--- src/rtl/lsu_pkg.sv ---
// Shared types and constants for the load/store unit.
package lsu_pkg;

    typedef enum logic [1:0] {
        IDLE = 2'd0,
        XFER = 2'd1,
        RESP = 2'd2
    } lsu_state_t;

    localparam int BEATS_WORD = 4;
    localparam int BEATS_BYTE = 1;

    typedef logic [1:0] beat_t;

    function automatic beat_t last_beat(input logic byte_mode);
        return byte_mode ? beat_t'(BEATS_BYTE - 1) : beat_t'(BEATS_WORD - 1);
    endfunction

endpackage

--- src/rtl/load_store_unit.sv ---
// Serialises pipeline loads/stores into byte-wide memory beats and
// returns assembled load data as a one-cycle response pulse.
module load_store_unit
    import lsu_pkg::*;
#(
    parameter int ADDRESS_WIDTH = 32,
    parameter int DATA_WIDTH    = 32,
    parameter int STORE_WIDTH   = 8
) (
    input  logic                     clk,
    input  logic                     rst_n,
    input  logic                     req_valid,
    output logic                     req_ready,
    input  logic                     req_we,
    input  logic                     addr_modeM,
    input  logic [ADDRESS_WIDTH-1:0] req_addr,
    input  logic [DATA_WIDTH-1:0]    req_wd,
    output logic                     rsp_valid,
    output logic [DATA_WIDTH-1:0]    rsp_rd,
    output logic                     mem_we,
    output logic [ADDRESS_WIDTH-1:0] mem_A,
    output logic [STORE_WIDTH-1:0]   mem_WD,
    input  logic [STORE_WIDTH-1:0]   mem_RD
);

    lsu_state_t state, state_next;

    beat_t                    beat;
    logic                     lat_we;
    logic                     lat_byte;
    logic [ADDRESS_WIDTH-1:0] lat_addr;
    logic [DATA_WIDTH-1:0]    lat_wd;
    logic [DATA_WIDTH-1:0]    rdata;

    logic accept;
    logic is_last;

    assign accept  = (state == IDLE) && req_valid;
    assign is_last = (beat == last_beat(lat_byte));

    always_ff @(posedge clk or negedge rst_n) begin
        if (!rst_n) begin
            state <= IDLE;
        end else begin
            state <= state_next;
        end
    end

    always_comb begin
        state_next = state;
        unique case (state)
            IDLE: if (req_valid) state_next = XFER;
            XFER: if (is_last) state_next = RESP;
            RESP: state_next = IDLE;
            default: state_next = IDLE;
        endcase
    end

    // Request latch, beat counter and load-data assembly
    always_ff @(posedge clk or negedge rst_n) begin
        if (!rst_n) begin
            beat     <= '0;
            lat_we   <= 1'b0;
            lat_byte <= 1'b0;
            lat_addr <= '0;
            lat_wd   <= '0;
            rdata    <= '0;
        end else if (accept) begin
            beat     <= '0;
            lat_we   <= req_we;
            lat_byte <= addr_modeM;
            lat_addr <= req_addr;
            lat_wd   <= req_wd;
            rdata    <= '0;
        end else if (state == XFER) begin
            if (!lat_we) begin
                rdata[int'(beat)*STORE_WIDTH +: STORE_WIDTH] <= mem_RD;
            end
            beat <= beat + beat_t'(1);
        end
    end

    always_comb begin
        req_ready = (state == IDLE);
        rsp_valid = 1'b0;
        rsp_rd    = '0;
        mem_we    = 1'b0;
        mem_A     = '0;
        mem_WD    = '0;
        unique case (state)
            XFER: begin
                mem_we = lat_we;
                mem_A  = lat_addr + {{(ADDRESS_WIDTH-2){1'b0}}, beat};
                mem_WD = lat_wd[int'(beat)*STORE_WIDTH +: STORE_WIDTH];
            end
            RESP: begin
                rsp_valid = 1'b1;
                if (!lat_we) begin
                    if (lat_byte) begin
                        rsp_rd = {{(DATA_WIDTH-STORE_WIDTH){1'b0}},
                                  rdata[STORE_WIDTH-1:0]};
                    end else begin
                        rsp_rd = rdata;
                    end
                end
            end
            default: ;
        endcase
    end

endmodule

--- config.mk ---
export PLATFORM = sky130hd
export DESIGN_NAME = load_store_unit
export DESIGN_NICKNAME = d
export VERILOG_FILES = /design/src/rtl/lsu_pkg.sv /design/src/rtl/load_store_unit.sv
export SDC_FILE = /design/constraint.sdc
export NUM_CORES = 1
export LEC_CHECK = 0
export CAP_MARGIN = 20
export CORE_AREA = 2 2 101 141
export CTS_CLUSTER_DIAMETER = 60
export DETAILED_ROUTE_END_ITERATION = 8
export DIE_AREA = 0 0 103 143
export PLACE_DENSITY = 0.73
export SLEW_MARGIN = 25
export SYNTH_ARGS = -nofsm -noshare
export SYNTH_HDL_FRONTEND = slang
export SYNTH_SLANG_ARGS = --single-unit
--- constraint.sdc ---
create_clock -name clk -period 8 [get_ports clk]
set_clock_uncertainty 0.1 [all_clocks]
set_input_delay 1.6 -clock clk [delete_from_list [all_inputs] [get_ports clk]]
set_output_delay 1.6 -clock clk [all_outputs]
set_load 0.02 [all_outputs]
* Yosys cells after proc, flatten, opt, wreduce, memory -nomap -nowiden
Cells that the tools add are included.
** Word-level totals
- Flip-flop bits (word level) :: 102
- Word-level logic and storage cells :: 41
** Operators by class
- Add/sub/neg operators :: 3
- Equal/unequal tests :: 6
- Shift-type cells :: 3
- Muxes and demuxes :: 17
- Reduce and logical (&&, ||, !) cells :: 5
** Operators by type and width (count)
- $mux 32 :: 7
- $neg 5->33 :: 1
- $shift 8x33->32 const A :: 1
- $shiftx 8x33->32 :: 1
- $add 32x2->32 :: 1
- $bwmux 32 :: 1
- $shiftx 32x6->8 :: 1
- $mux 2 :: 5
- $mux 8 :: 1
- $ne 2x2->1 const B :: 2
- $pmux 2 s2 :: 1
- $reduce_and 2->1 :: 2
- $add 2x1->2 const B :: 1
- $eq 2x1->1 const B :: 1
- $eq 2x2->1 :: 1
- $eq 2x2->1 const B :: 1
- $logic_not 2->1 :: 1
- $mux 1 :: 2
- $ne 2x1->1 const B :: 1
- $reduce_bool 2->1 :: 1
- $logic_and 1x1->1 :: 1

* Logic depth before layout (Yosys ltp)
Gate-level depths: netlist (run 1).
- Depth in word-level cells :: 6
- Gate-level depth with buffers :: 9
- Gate-level depth less buffers :: 6

* Worst setup path before layout (run 1)
No wires, ideal clock.
- Kind :: register to output
- Start :: reg beat[1]
- End :: out mem_A[25]
- Arrival time :: 2.324 ns
- Setup slack :: 3.976 ns
- Cell stages (with the launch flop) :: 7
- Path through :: dfrtp_1 ha_1 a21oi_1 or4b_4 buf_6 or4_1 a21oi_1
** Between the ends
- Longest elaborated chain between the ends :: 2
** RTL lines
- start: declaration :: line load_store_unit.sv:28 : beat_t beat;
- start signal: assignment :: line load_store_unit.sv:79 : beat <= beat + beat_t'(1);
- $add 32x2->32 :: line load_store_unit.sv:93 : mem_A = lat_addr + {{(ADDRESS_WIDTH-2){1'b0}}, beat};
- $mux 32 :: line load_store_unit.sv:90 : unique case (state)
- end: declaration :: line load_store_unit.sv:21 : output logic [ADDRESS_WIDTH-1:0] mem_A,
No other way between the ends.

* Final worst setup path (run 1)
- Start :: reg beat[0]
- End :: out mem_A[24]
The elaborated chain is that of the path after synthesis.

==> flow_summary.yaml, run 1 <==
status:
  status: "finished, final reports clean"
finish:
  fin_nets: 800
  fin_util_pct: 54.1
  areaGrowthSynthToFinish_pct: 37.4
  fill_cells: 1255
  layout-drive-gt1-share_pct: 5.41
  final_cell_mix: "199 x nand2_1, 150 x clkdlybuf4s50_1, 102 x dfrtp_1"
  final_common_cell: "nand2_1"
drt:
  wl_per_cell_um: 15.9
  via_count: 4719
  firstDrtPassIters: 4
  vias_per_cell: 5.22
  ant_nets: 0
  drt-initial-drc-count: 245
  post-route-drc-count: 0
  totalWireLength_mm: 14.4
yosys:
  yosys_warnings: 0
  synthCells: 586
  netlist_area_mm2: 0.00528
  synthArstFlopShare_pct: 100
  synth_edf_count: 0
  synth_cell_types: 40
  syn-mean-instance-area_um2: 9.00
  synth-seq-cells: 102
  seq_area_frac_synth_pct: 48.4
  synthFlopType: "dfrtp_1"
  synth.net_count: 670
setup_path:
  path_class: "reg2out"
  worst_path_max_delay_cell: "dfrtp_1"
  critical_path_arrival_ps: 3950
  reg2reg_from: "beat[0]$_DFFE_PN0N_"
  worst_setup_path_end_kind: "primary output"
  cp-startpoint: "beat[0]$_DFFE_PN0N_"
  start_kind: "flip-flop"
  rr_endpoint: "rdata[1]$_DFFE_PN0P_"
  timing.critical_path.slowest_cell_delay_ps: 910
  cp_cell_sequence: "ha_1, fa_1, and4_1, nand3_1, or4_1, a21oi_1, clkdlybuf4s50_1"
  cp_data_required_time_ps: 6300
  reg2reg_slack_ps: 4940
  r2r_cells: 5
  cp_max_fo: 19
hold_path:
  min_path_cells: 2
  hold_start: "lat_wd[26]$_DFFE_PN0P_"
  min_to: "lat_wd[26]$_DFFE_PN0P_"
  hold_class: "reg2reg"
clock_network:
  cts_resized: 0
  cts_tree: "yes"
  clock_path_buffers: 2
  ctsHoldBuffers: 0
  clock_latency_ps: 330
  clk_pin_slew_ps: 70
  cts_buffers: 9
  htreeDepth: 3
  clock-sinks: 102
  cts_root_buf: "clkbuf_16"
  cts_setup_buffers: 0
floorplan:
  design.die.area_mm2: 0.0147
  die_w_um: 103
  coreArea_mm2: 0.0134
  boundaryPins: 152
  fp.dieH_um: 143
  floorplan.initialDensity_pct: 39.4
  placementRows: 50
placement:
  hpwl_mm: 10.3
  gp_congestion: 0.877
  numPortBuffers: 151
timing:
  period_minus_slack_ps: 5650
  relSlewSlack_pct: 36.1
  finalCritPeriodShare_pct: 70.6
  tightestPinTransition_ps: 951
  rsz0062_at_grt: "no"
  slew_violations: 0
  setup_viol: 0
  hold_viol: 0
  max_freq_mhz: 177
  fin_tns_setup_ps: 0
global_routing:
  grtUsageTotal_pct: 20.1
  grt_max_degree: 74
  first_global_vias: 4774
  grt_first_pass_wirelength_mm: 23.2
  antenna_found_initial: 1
  grt_overflow_total: 0
job:
  drv_cap: 0
power:
  p_leak_nw: 3.18
  powerDensity_mw_per_mm2: 354
  irDropWorstVdd_mv: 0.180
==> layer usage <==
| layer | up-vias | track usage (%) | wire length [um] |
|---|---|---|---|
| li1 | 2260 | - | - |
| met1 | 2261 | 26.1 | 5900 |
| met2 | 183 | 33.6 | 7440 |
| met3 | 15 | 3.87 | 794 |
| met4 | 0 | 6.09 | 230 |
| met5 | - | 0 | 0 |
==> stage by stage <==
step / worst slack, ps / power (mW) / instances / hold slack [ps] / area (um^2)
after floorplan: 3980 / 1.62 / 586 / 340 / 5280
after global placement: 2810 / 2.06 / 887 / 353 / 6910
after detailed placement: 2730 / 2.10 / 887 / 358 / 6910
after CTS: 2350 / 2.59 / 903 / 374 / 7240
after global routing: 2040 / 2.75 / 903 / 398 / 7250
final: 2350 / 2.57 / 904 / 373 / 7250
==> registers in the layout, summed over array words and instances, names as in the netlist <==
name and flops:
rdata 32, lat_we 1, lat_wd 32, beat 2, lat_byte 1, lat_addr 32
state 2
==> where the power goes <==
group,total (mW),internal [mW],switching [mW]
clock network,0.473,0.284,0.188
logic,1.17,0.525,0.642
registers,0.928,0.716,0.212
total,2.57,1.52,1.04
==> critical path, delay by kind of cell (launching register included) <==
kind | cells | cell delay (ps)
flops | 1 | 910
buf+inv | 1 | 620
simple gates | 3 | 1390
compound gates | 1 | 150
fa+ha+maj | 2 | 540
==> cell usage after synthesis, types with 5 or more instances <==
library cell	number	area share, %
a21oi_1	16	1.5
a22o_1	32	5.3
and2_1	46	5.5
buf_1	7	0.50
clkbuf_1	27	1.9
dfrtp_1	102	48
ha_1	6	1.4
inv_1	9	0.64
mux4_2	8	3.4
nand2_1	199	14
nand2b_1	5	0.59
nand3_1	9	0.85
nand4_1	10	1.2
nor2_1	14	1.0
nor2b_1	5	0.59
nor3_1	5	0.47
o21ai_0	13	1.2
o31ai_1	12	1.7
or3_1	6	0.71
or4_1	12	1.7
xnor2_1	6	1.0
==> kinds of logic after synthesis <==
kind of cell               count (synthesis)  synth area share (%)
adders and majority gates                  7                  1.80
AOI/OAI and AO/OA                         83                  11.3
buffers and inverters                     46                  3.46
DFF                                      102                  48.4
and+or+nand+nor                          328                  29.6
xor gates and xnor gates                  10                  1.66
muxes                                     10                  3.82
==> worst max path at each step <==
stage                      endpoint  slack, ps  depth (start not counted)
after floorplan           mem_A[25]       3980                          6
after global placement    mem_A[24]       2810                          7
after detailed placement  mem_A[24]       2730                          7
after CTS                 mem_A[24]       2350                          7
after global routing      mem_A[28]       2040                          7
final                     mem_A[24]       2350                          7
==> final cells by class <==
class	count	area, um^2	share of cell area, %
Tap cell	182	228	3.14
Timing Repair Buffer	156	1550	21.3
Clock inverter	6	92.6	1.28
Multi-Input combinational cell	438	2550	35.2
Antenna cell	1	2.50	0.0345
Clock buffer	10	239	3.30
Inverter	9	33.8	0.466
Sequential cell	102	2550	35.2
Note: power is estimated with default switching activity, not from simulation.
==> inputs of run 2 (changes only) <==
PLACE_DENSITY = 0.76   (was 0.73)
clock period = 5 ns   (was 8 ns; I/O delays follow)
==> run 2 against run 1 <==
Sequential power rose by 55%. Clock-buffer cell count fell by 1. Largest power group unchanged. Non-clock buffer count rose by 2. Combinational power rose by 63%. Global-route usage rose by 0.52 points. Critical endpoint unchanged. Setup slack got worse by 1800 ps. Final cell count rose by 0.11%. Core utilization fell by 0.13 points.
==> flow_summary.yaml, run 2 (synthesized netlist as in run 1, its figures left out) <==
clock_network:
  cts_resized: 0
  clock-sinks: 102
  clock_path_buffers: 2
  clock_latency_ps: 340
  cts_buffers: 9
  ctsHoldBuffers: 0
  cts_setup_buffers: 0
  cts_tree: "yes"
  htreeDepth: 3
  clk_pin_slew_ps: 70
  cts_root_buf: "clkbuf_16"
placement:
  hpwl_mm: 10.8
  post_dp_cell_area_mm2: 0.00692
  gp_congestion: 0.887
  numPortBuffers: 151
setup_path:
  crit_path_end: "mem_A[24]"
  critical_path_arrival_ps: 3380
  reg2reg_slack_ps: 2390
  cp_data_required_time_ps: 3900
  rr_endpoint: "rdata[0]$_DFFE_PN0P_"
  path_class: "reg2out"
  r2r_cells: 6
  reg2reg_from: "beat[0]$_DFFE_PN0N_"
  start_kind: "flip-flop"
  cp_max_fo: 15
  cp-startpoint: "lat_addr[0]$_DFFE_PN0P_"
  worst_setup_path_end_kind: "primary output"
global_routing:
  grt_busiest_layer: "met2"
  grt_overflow_total: 0
  antenna_found_initial: 0
  grt_use_met3_pct: 4.45
  grt_first_pass_wirelength_mm: 23.7
  grtUsageTotal_pct: 20.6
  grt_use_met2_pct: 35.5
  gr-usage-met1_pct: 25.4
  first_global_vias: 4825
  grt_max_degree: 63
timing:
  setup_viol: 0
  relSlewSlack_pct: 38.1
  hold_viol: 0
  period_minus_slack_ps: 4480
  fin_tns_setup_ps: 0
  max_freq_mhz: 223
  rsz0062_at_grt: "no"
  finalCritPeriodShare_pct: 89.6
  slew_violations: 0
  tightestPinTransition_ps: 922
finish:
  areaGrowthSynthToFinish_pct: 37.1
  n_antenna_cell: 0
  design_area_mm2: 0.00723
  final_cell_mix: "199 x nand2_1, 150 x clkdlybuf4s50_1, 102 x dfrtp_1"
  top_regs: "lat_addr (32), lat_wd (32), rdata (32)"
  final_common_cell: "nand2_1"
  fin_nets: 802
  layout-drive-gt1-share_pct: 5.53
job:
  drv_cap: 0
floorplan:
  design.die.area_mm2: 0.0147
  fp.dieH_um: 143
  die_w_um: 103
  floorplan.initialDensity_pct: 39.4
  coreArea_mm2: 0.0134
  boundaryPins: 152
  placementRows: 50
hold_path:
  hold_class: "reg2reg"
drt:
  firstDrtPassIters: 4
  vias_per_cell: 5.20
  post-route-drc-count: 0
  via_count: 4707
  ant_nets: 0
  drt-initial-drc-count: 296
  wl_per_cell_um: 16.1
  totalWireLength_mm: 14.6
power:
  pwr-share-comb_pct: 47.0
  irDropWorstVdd_mv: 0.319
  clkPwrFrac_pct: 17.7
  p_sw_mw: 1.69
  p_seq_share_pct: 35.3
  powerDensity_mw_per_mm2: 563
  sw_frac_of_total_pct: 41.4
  p_int_mw: 2.38
  p_leak_nw: 3.18
status:
  status: "finished, final reports clean"
==> run 2: changes by cell type in the layout (fill, tap and decap cells not counted), sizes merged <==
cell      change
buf           +2
bufinv        -1
clkbuf        -1
inv           +1
clkinvlp      +1
diode         -1
==> run 2: cell type report <==
cell class / count / area, um^2
fillers: 1264 / 6160
flip-flops and latches: 102 / 2550
multi-input cells: 438 / 2550
repair buffers: 158 / 1560
well taps: 182 / 228
clock buffers: 9 / 225
clock inverters: 7 / 81.3
inverters: 9 / 33.8
==> run 2: worst min path at each step <==
stage,from,endpoint,cells past startpoint
final,lat_wd[2]$_DFFE_PN0P_,lat_wd[2]$_DFFE_PN0P_,2
after global routing,lat_wd[27]$_DFFE_PN0P_,lat_wd[27]$_DFFE_PN0P_,2
after CTS,lat_wd[2]$_DFFE_PN0P_,lat_wd[2]$_DFFE_PN0P_,2
after detailed placement,lat_wd[29]$_DFFE_PN0P_,lat_wd[29]$_DFFE_PN0P_,2
after global placement,lat_wd[18]$_DFFE_PN0P_,lat_wd[18]$_DFFE_PN0P_,2
after floorplan,lat_wd[16]$_DFFE_PN0P_,lat_wd[16]$_DFFE_PN0P_,2
==> run 2: critical path, cell delays in order, from the launching register on <==
cell and delay (ps):
dfrtp_1 360, ha_1 180, fa_1 230, and4_1 340, nand3_1 450, or4_1 620
a21oi_1 220, clkdlybuf4s50_1 650
==> run 2: per-stage QoR <==
stage / setup WS, ps / std cells / power (mW) / util [%] / hold WS (ps)
after global placement: 992 / 889 / 3.30 / 51.7 / 352
after CTS: 482 / 905 / 4.10 / 54.0 / 379
after global routing: 322 / 905 / 4.36 / 54.0 / 404
after detailed placement: 905 / 889 / 3.36 / 51.7 / 362
after floorplan: 1580 / 586 / 2.59 / - / 340
final: 520 / 905 / 4.07 / 54.0 / 374
==> run 2: power by group through the flow <==
stage,clock (mW),sequential [mW],combinational (mW)
6_report,0.719,1.44,1.91
3_3_place_gp,0,1.42,1.88
2_1_floorplan,0,1.35,1.24
4_1_cts,0.737,1.44,1.93
5_1_grt,0.768,1.49,2.10
3_5_place_dp,0,1.45,1.91
==> run 2: per-layer routing <==
| layer | share of wire [%] | wire length, um |
|---|---|---|
| met5 | 0 | 0 |
| met4 | 1.9 | 272 |
| met3 | 5.5 | 804 |
| met2 | 51 | 7500 |
| met1 | 41 | 6010 |
==> inputs of run 3 (changes only) <==
SLEW_MARGIN = default   (was 25)
TNS_END_PERCENT = 1   (was default)
==> run 3 against run 2 <==
Setup slack better by 15 ps. Critical path type unchanged. Clock-buffer cell count did not move. Hold slack got worse by 0.90 ps. Die area did not move. Highest routed layer unchanged. Power is 0.68% higher. Critical endpoint unchanged. Routed wire length about the same.
==> flow_summary.yaml, run 3 (synthesized netlist as in run 1, its figures left out) <==
floorplan:
  design.die.area_mm2: 0.0147
  die_w_um: 103
  boundaryPins: 152
  fp.dieH_um: 143
  placementRows: 50
  floorplan.initialDensity_pct: 39.4
  coreArea_mm2: 0.0134
finish:
  multiInputGateArea_mm2: 0.00255
  fin_nets: 803
  fin_util_pct: 54.2
  top_regs: "lat_addr (32), lat_wd (32), rdata (32)"
  final-seq-area_mm2: 0.00255
  areaGrowthSynthToFinish_pct: 37.6
  final_common_cell: "nand2_1"
  n_antenna_cell: 0
  layout-drive-gt1-share_pct: 5.52
  design_area_mm2: 0.00726
  fill_cells: 1262
  final_cell_mix: "199 x nand2_1, 150 x clkdlybuf4s50_1, 102 x dfrtp_1"
clock_network:
  cts_buffers: 9
  cts_resized: 0
  cts_tree: "yes"
  cts_root_buf: "clkbuf_16"
  ctsHoldBuffers: 0
  htreeDepth: 3
  clock-sinks: 102
  clock_path_buffers: 2
  clock_latency_ps: 340
  cts_setup_buffers: 0
  clk_pin_slew_ps: 70
setup_path:
  path_class: "reg2out"
  timing.critical_path.slowest_cell_delay_ps: 640
  rr_endpoint: "rdata[4]$_DFFE_PN0P_"
  critical_path_arrival_ps: 3370
  start_kind: "flip-flop"
  cp_cell_sequence: "ha_1, fa_1, and4_1, nand3_1, or4_1, a21oi_1, clkdlybuf4s50_1"
  worst_path_max_delay_cell: "clkdlybuf4s50_1"
  r2r_cells: 6
  timing.critical_path.buf_inv: 1
  crit_family: "simple AND/OR/NAND/NOR gates"
  cp_max_fo: 15
  worst_setup_path_end_kind: "primary output"
  reg2reg_from: "beat[0]$_DFFE_PN0N_"
  reg2reg_slack_ps: 2390
  cp_data_required_time_ps: 3900
timing:
  fin_tns_setup_ps: 0
  hold_viol: 0
  rsz0062_at_grt: "no"
  setup_ws_ps: 535
  tightestPinTransition_ps: 912
  max_freq_mhz: 224
  finalCritPeriodShare_pct: 89.3
  relSlewSlack_pct: 38.7
  period_minus_slack_ps: 4470
  setup_viol: 0
  slew_violations: 0
global_routing:
  grt_first_pass_wirelength_mm: 23.7
  antenna_found_initial: 0
  grtUsageTotal_pct: 20.6
  grt_overflow_total: 0
  grt_max_degree: 63
  first_global_vias: 4825
power:
  irDropWorstVdd_mv: 0.319
  powerDensity_mw_per_mm2: 564
  p_leak_nw: 3.19
hold_path:
  hold_start: "lat_wd[2]$_DFFE_PN0P_"
  hold_class: "reg2reg"
  min_path_cells: 2
  min_to: "lat_wd[2]$_DFFE_PN0P_"
job:
  drv_cap: 0
drt:
  post-route-drc-count: 0
  firstDrtPassIters: 5
  totalWireLength_mm: 14.6
  wl_per_cell_um: 16.1
  via_count: 4697
  vias_per_cell: 5.18
  ant_nets: 0
  drt-initial-drc-count: 253
placement:
  dp_slack_ps: 905
  numPortBuffers: 151
  hpwl_mm: 10.8
  post_dp_cell_area_mm2: 0.00692
  gp_congestion: 0.887
status:
  status: "finished, final reports clean"
[run 3: metal layers]
layer / track usage (%) / up-vias / routed length, um
li1: - / 2256 / -
met1: 25.4 / 2277 / 6030
met2: 35.5 / 150 / 7610
met3: 4.45 / 14 / 747
met4: 6.65 / 0 / 197
met5: 0 / - / 0
[run 3: worst reg2reg max path, stage by stage (launching register included)]
cell and delay, ps:
dfrtp_1 350, buf_4 290, inv_1 140, ha_1 380, or3_1 390, nor3_1 660
a22o_1 240
[run 3: area by class of cell]
type | instances | area share, %
clock buffer | 9 | 3.10
sequential | 102 | 35.2
clock inverter | 7 | 1.12
multi-input combinational | 438 | 35.1
timing repair buffer | 159 | 21.9
tap | 182 | 3.14
inverter | 9 | 0.466
[run 3: power breakdown]
group | internal (mW) | switching, mW | total, mW
logic | 0.868 | 1.07 | 1.94
registers | 1.15 | 0.291 | 1.44
clock network | 0.394 | 0.324 | 0.718
[run 3: worst max-delay path by stage]
stage,start,depth (start not counted),endpoint
CTS,lat_addr[0]$_DFFE_PN0P_,7,mem_A[24]
floorplan,beat[1]$_DFFE_PN0N_,6,mem_A[25]
detailed placement,lat_addr[0]$_DFFE_PN0P_,7,mem_A[24]
finish,lat_addr[0]$_DFFE_PN0P_,7,mem_A[24]
global placement,beat[0]$_DFFE_PN0N_,7,mem_A[24]
global route,lat_addr[0]$_DFFE_PN0P_,7,mem_A[24]
[run 3: metrics by stage]
stage                     hold WS (ps)  total power [mW]  std cells
after floorplan                    340              2.59        586
after global placement             352              3.30        889
after detailed placement           362              3.36        889
after CTS                          379              4.10        905
after global routing               404              4.39        906
final                              373              4.10        906
